**src/rtl/gb_irq_ctrl.sv**
```systemverilog
// rtl/gb_irq_ctrl.sv - N-source interrupt controller with latched-vector acknowledge (optional GB_IRQ_SYNC_EN input synchroniser)
module gb_irq_ctrl #(
    parameter int          NUM_SRC    = 5,
    parameter logic [7:0]  SRC_POL    = 8'b0000_1111,
    parameter logic [7:0]  VEC_BASE   = 8'h40,
    parameter logic [7:0]  VEC_STRIDE = 8'h08,
    parameter logic [7:0]  IDLE_VEC   = 8'h55
) (
    input  logic               clk,
    input  logic               reset,
    input  logic [NUM_SRC-1:0] src,
    input  logic               cpu_sel_ie,
    input  logic               cpu_sel_if,
    input  logic               cpu_wr,
    input  logic [7:0]         cpu_di,
    output logic [7:0]         cpu_do,
    input  logic               irq_ack,
    output logic               irq_n,
    output logic [7:0]         irq_vec
);

    typedef enum logic {S_IDLE, S_ACK} state_t;

    state_t             state_q;
    logic [NUM_SRC-1:0] ie_q, if_q, if_d, src_q, src_det, evt, pend;
    logic               ack_q, ack_rise, ack_fall;
    logic               lat_valid_q;
    logic [2:0]         lat_idx_q, win_idx;
    logic               win_valid;
    logic [7:0]         unused_di;

    assign unused_di = cpu_di;

`ifdef GB_IRQ_SYNC_EN
    logic [NUM_SRC-1:0] sync1_q, sync2_q;
    assign src_det = sync2_q;
`else
    assign src_det = src;
`endif

    function automatic logic [7:0] vec_of(input logic [2:0] idx);
        return VEC_BASE + ({5'b0, idx} * VEC_STRIDE);
    endfunction

    always_comb begin
        evt = '0;
        for (int i = 0; i < NUM_SRC; i++)
            evt[i] = SRC_POL[i] ? (src_det[i] & ~src_q[i]) : (~src_det[i] & src_q[i]);
    end

    assign pend     = ie_q & if_q;
    assign irq_n    = ~|pend;
    assign ack_rise = irq_ack & ~ack_q;
    assign ack_fall = ~irq_ack & ack_q;

    // Lowest set index wins: scan downwards so the last hit is the smallest.
    always_comb begin
        win_valid = |pend;
        win_idx   = '0;
        for (int i = NUM_SRC - 1; i >= 0; i--)
            if (pend[i]) win_idx = 3'(i);
    end

    always_comb begin
        if (state_q == S_ACK)
            irq_vec = lat_valid_q ? vec_of(lat_idx_q) : IDLE_VEC;
        else
            irq_vec = win_valid ? vec_of(win_idx) : IDLE_VEC;
    end

    // CPU write first, then the ack clear, then events: a hardware event is never lost.
    always_comb begin
        if_d = (cpu_sel_if && cpu_wr) ? cpu_di[NUM_SRC-1:0] : if_q;
        if (state_q == S_ACK && ack_fall && lat_valid_q) begin
            for (int i = 0; i < NUM_SRC; i++)
                if (lat_idx_q == 3'(i)) if_d[i] = 1'b0;
        end
        if_d = if_d | evt;
    end

    always_comb begin
        cpu_do = 8'hFF;
        if (cpu_sel_ie) begin
            cpu_do              = 8'h00;
            cpu_do[NUM_SRC-1:0] = ie_q;
        end else if (cpu_sel_if) begin
            cpu_do[NUM_SRC-1:0] = if_q;
        end
    end

    always_ff @(posedge clk or posedge reset) begin
        if (reset) begin
            state_q     <= S_IDLE;
            ie_q        <= '0;
            if_q        <= '0;
            src_q       <= '0;
            ack_q       <= 1'b0;
            lat_valid_q <= 1'b0;
            lat_idx_q   <= '0;
`ifdef GB_IRQ_SYNC_EN
            sync1_q     <= '0;
            sync2_q     <= '0;
`endif
        end else begin
`ifdef GB_IRQ_SYNC_EN
            sync1_q     <= src;
            sync2_q     <= sync1_q;
`endif
            src_q       <= src_det;
            ack_q       <= irq_ack;
            if_q        <= if_d;
            if (cpu_sel_ie && cpu_wr)
                ie_q <= cpu_di[NUM_SRC-1:0];
            case (state_q)
                S_IDLE: if (ack_rise) begin
                    state_q     <= S_ACK;
                    lat_valid_q <= win_valid;
                    lat_idx_q   <= win_idx;
                end
                S_ACK: if (ack_fall) begin
                    state_q     <= S_IDLE;
                    lat_valid_q <= 1'b0;
                end
                default: state_q <= S_IDLE;
            endcase
        end
    end

endmodule

```
**config.mk**
```make
export PLATFORM = sky130hd
export DESIGN_NAME = gb_irq_ctrl
export DESIGN_NICKNAME = d
export VERILOG_FILES = /design/src/rtl/gb_irq_ctrl.sv
export SDC_FILE = /design/constraint.sdc
export NUM_CORES = 1
export LEC_CHECK = 0
export BUFFER_PORTS_ARGS = -buffer_cell sky130_fd_sc_hd__buf_2
export CAP_MARGIN = 25
export CORE_AREA = 2 2 54 56
export DETAILED_ROUTE_END_ITERATION = 8
export DIE_AREA = 0 0 56 58
export PLACE_DENSITY_LB_ADDON = 0.2
export RECOVER_POWER = 100
export SLEW_MARGIN = 0
export SYNTH_ARGS = -nofsm -noshare
export SYNTH_HDL_FRONTEND = slang
export SYNTH_SLANG_ARGS = --single-unit
```
**constraint.sdc**
```tcl
create_clock -name clk -period 2.3 [get_ports clk]
set_clock_uncertainty 0.2 [all_clocks]
set_input_delay 0.115 -clock clk [delete_from_list [all_inputs] [get_ports clk]]
set_output_delay 0.115 -clock clk [all_outputs]
set_load 0.02 [all_outputs]
```
==> metrics list <==
- Hold WS: a little over 0.1 ns
* Chip Width: roughly 56 microns
* Flip-flop and latch count after synthesis: 21
- GP Congestion: 0.749
- Number of buffers and inverters on the critical path: 1
- Sequence of cells on the critical path: a22oi_1, nand3_1, mux2i_1, clkbuf_1
- In this run the worst hold path is classified as in2reg.
* DIE AREA: roughly 3200 sq um
- In this run, flip-flops and latches consume 51.4% of the power.
* Net switching share of the total power: roughly 36%
- Worst Setup Start Kind: register
* Largest net degree at the start of global routing: 22
- Relative to the synthesized area, the layout overhead comes to 20.6%.
- The flow ran to the end, and the final reports show no timing, DRC or antenna violations.
- Max-cap violations in this run came to 0.
- The number of global-route vias before repair was between 800 and 900.
* Worst path top cell family by delay: flip-flops
* Pre-antenna DRT Iters: 3
- Via/cell ratio: just over 5
* Worst IR drop on VDD: roughly 0.55 mV
- Cell Pwr Density: just under 700 nW/um^2
- 0 antenna diodes ended up in the layout.
- Register area share after synthesis: a little under half
- In this run the number of H-tree levels came out at 1.
- The share of total power dissipated in the clock network is 19.0%.
- Once layout is complete, the utilization of the core stands at about half.
- Largest buffer count on any clock path: 2
* Routed via count: approximately 900
- Count of yosys warnings during synthesis: 0
- Internal power comes to 0.601 mW.
* All-layer global routing usage: around 15%
- Cell area after synthesis: 1130 sq um
- Hold violation total from the final report: 0
- Std-Cell Core Area: 2660 sq um
- By startpoint and endpoint, the worst setup path is classified as reg2out.
- In this run the worst path has a maximum fanout of 4.
- The finished cells cover ~1400 sq um.
- After the flow finishes, the layout carries non-filler instances totaling 179.
* Gates resized, CTS repair: 0
* Clock latency reported for the late side of the worst-skew pair: around 0.31 ns
- Wires add up to roughly 2400 microns.
* Post-detailed-route DRC marker count: 0
* Mean instance size in the synthesized netlist: 10.2 sq um
- The layout has between 200 and 300 filler cells.
- Headroom to the max-slew limit came out at roughly 48%.
- The number of clock buffers added by TritonCTS is 3.
- After clock tree synthesis, the clock-pin slew on the worst setup and hold paths is about 0.12 ns.
- For the pin with the worst max-slew slack, the measured transition is around 0.78 ns.
- Derived from the worst setup path, the maximum achievable clock frequency is 0.491 GHz.
* Clock tree from TritonCTS: yes
- On the critical path, the stage with the largest delay is an instance of sky130_fd_sc_hd__dfrtp_1.
- Data on the critical path arrives at its endpoint at 1.72 ns.
- Leakage: 0.641 nW
- Setup total negative slack: 0 ns
* Gate power share: roughly 30%
- For this design the total switching power over the nets is ~0.34 mW.
* Total number of clock tree sinks: 21
- In this run the cell area measured after placement is about 1300 sq um.
- Shortest clock period the worst path allows after layout: just over 2 ns
- Number of antenna violations at the first check in global routing: 0
- Cell count after synthesis: around 110
* Post-DR wirelength/cell: ~13 microns
- Port buffering added 29 buffers.
* Period utilisation layout: roughly nine tenths
* Final-report max-slew violation count: 0
* Starting density of the core: between 40 and 50%
* Count of unique library cells instantiated by Yosys: 28
* HPWL after detailed placement: 1650 microns
- Vertical extent of the die: between 50 and 60 microns
- Counting tap cells, the placed design contains a total of 163 instances.
* RSZ-0062 raised after global routing: false
- The worst setup path is captured at an output port.
- Total Nets Final: 168
- The post-route netlist has 16.9% of its cells at a drive strength greater than 1.
- After layout, the worst setup slack is between 0.2 and 0.3 ns.
* Data required time at the worst endpoint: ~2 ns
- The detail route stage leaves a number of antenna-violating nets equal to 0.
- DRT iter0 DRCs: 21
- For this run the aggregate overflow at the end of global routing stands at 0.
* Clock root buffer: sky130_fd_sc_hd__clkbuf_4
- The initialized floorplan defines 19 standard-cell rows.
- Total Power Consumption: ~0.94 mW
- Global-route wire length before repair: 3830 microns
* Max incr delay on CP: approximately 0.43 ns
- Worst slack at placement: 0.659 ns
- IO Count: 36
* Final setup violation count: 0
## layout make-up
| cell class | instances | area [sq um] | area share (%) |
|---|---|---|---|
| repair buffers | 41 | 245 | 18.0 |
| well taps | 31 | 38.8 | 2.84 |
| inverters | 15 | 56.3 | 4.12 |
| clock buffers | 3 | 22.5 | 1.65 |
| multi-input cells | 67 | 472 | 34.6 |
| clock inverters | 1 | 5.00 | 0.367 |
| flip-flops and latches | 21 | 526 | 38.5 |
## Yosys cell counts
library cell                instances  share of area (%)
sky130_fd_sc_hd__mux2i_1            6                5.3
sky130_fd_sc_hd__o31ai_2            3                3.3
sky130_fd_sc_hd__nor4_1             1               0.55
sky130_fd_sc_hd__a21oi_1            5                2.2
sky130_fd_sc_hd__o31ai_1            3                2.0
sky130_fd_sc_hd__a21o_1             2                1.3
sky130_fd_sc_hd__nand4b_4           1                2.1
sky130_fd_sc_hd__a32oi_1            1               0.77
sky130_fd_sc_hd__nand3_1            3                1.3
sky130_fd_sc_hd__nor4b_1            3                2.3
sky130_fd_sc_hd__and2_1             1               0.55
sky130_fd_sc_hd__or2b_1             1               0.66
sky130_fd_sc_hd__buf_4              7                4.6
sky130_fd_sc_hd__buf_6              1               0.99
sky130_fd_sc_hd__o22ai_1            5                2.8
sky130_fd_sc_hd__mux2_2             5                5.0
sky130_fd_sc_hd__or3b_1             1               0.77
sky130_fd_sc_hd__nor2b_1            1               0.55
sky130_fd_sc_hd__inv_1             15                5.0
sky130_fd_sc_hd__a22oi_1            2                1.3
sky130_fd_sc_hd__nor3b_1            5                3.3
sky130_fd_sc_hd__nand2_1           10                3.3
sky130_fd_sc_hd__nor3_1             1               0.44
sky130_fd_sc_hd__o21ai_0            3                1.3
sky130_fd_sc_hd__a2bb2oi_1          1               0.77
sky130_fd_sc_hd__conb_1             2               0.66
sky130_fd_sc_hd__dfrtp_1           21                 46
sky130_fd_sc_hd__clkbuf_1           1               0.33
## path summary, 6_finish.rpt
check	start	to	slack, ns	cells after the start
min	cpu_wr	ie_q[0]$_DFFE_PP0P_	0.10	3
min in group asynchronous	reset	if_q[0]$_DFF_PP0_	0.29	3
min reg2reg	src_q[0]$_DFF_PP0_	if_q[0]$_DFF_PP0_	0.24	1
max reg2reg	state_q$_DFF_PP0_	if_q[2]$_DFF_PP0_	0.69	3
max	if_q[3]$_DFF_PP0_	irq_vec[2]	0.26	4
max in group asynchronous	reset	lat_idx_q[2]$_DFFE_PP0P_	1.12	3
## routing by layer
metal  vias to the layer above  track usage, %  share of wire [%]
li1                        459               -                  -
met1                       414            18.2                 46
met2                        24            26.9                 48
met4                         0            6.12                1.2
met5                         -               0                  0
met3                         4            4.24                4.6
## flip-flops by register name (all words and copies together) (netlist names)
| register | cells |
|---|---|
| ack_q | 1 |
| ie_q | 5 |
| if_q | 5 |
| lat_idx_q | 3 |
| lat_valid_q | 1 |
| src_q | 5 |
| state_q | 1 |
## worst register-to-register path: cells and delay by family, from the launching register on
kind | cells | cell delay [ns]
AOI/OAI and AO/OA | 1 | 0.13
and+or+nand+nor | 2 | 0.62
DFF | 1 | 0.53
## power by group through the flow
stage	Combinational (mW)	Clock, mW	Sequential, mW
CTS	0.294	0.185	0.489
global placement	0.274	0	0.493
floorplan	0.226	0	0.472
global route	0.309	0.200	0.498
finish	0.280	0.179	0.486
detailed placement	0.278	0	0.496
## logic make-up after synthesis
group / after synthesis / share of synthesized area [%]
compound gates: 25 / 15.8
flops: 21 / 46.4
buf+inv: 24 / 10.9
other cells: 2 / 0.663
mux: 11 / 10.3
simple gates: 28 / 15.9
## layout by cell type (no fill, tap or decap), drive strengths merged
cell type    count
a32oi            1
buf             13
dlygate4sd3     12
mux2i            6
nor3             1
nand3            3
a21oi            5
dfrtp           21
conb             3
a22oi            2
clkinv           1
inv             15
nor2b            1
or3b             1
clkbuf          19
nand2           10
nor4             1
o22ai            5
or2b             1
a2bb2oi          1
o31ai            6
nand4b           1
mux2             5
o21ai            3
nor3b            5
nor4b            3
and2             1
a21o             2
## what timing repair did
item,CTS,global route
endpoints found under the hold margin,39,0
setup buffers,0,0
endpoints found under the setup margin,0,0
hold buffers,12,0
No activity file was read; power rests on OpenSTA's default activity.
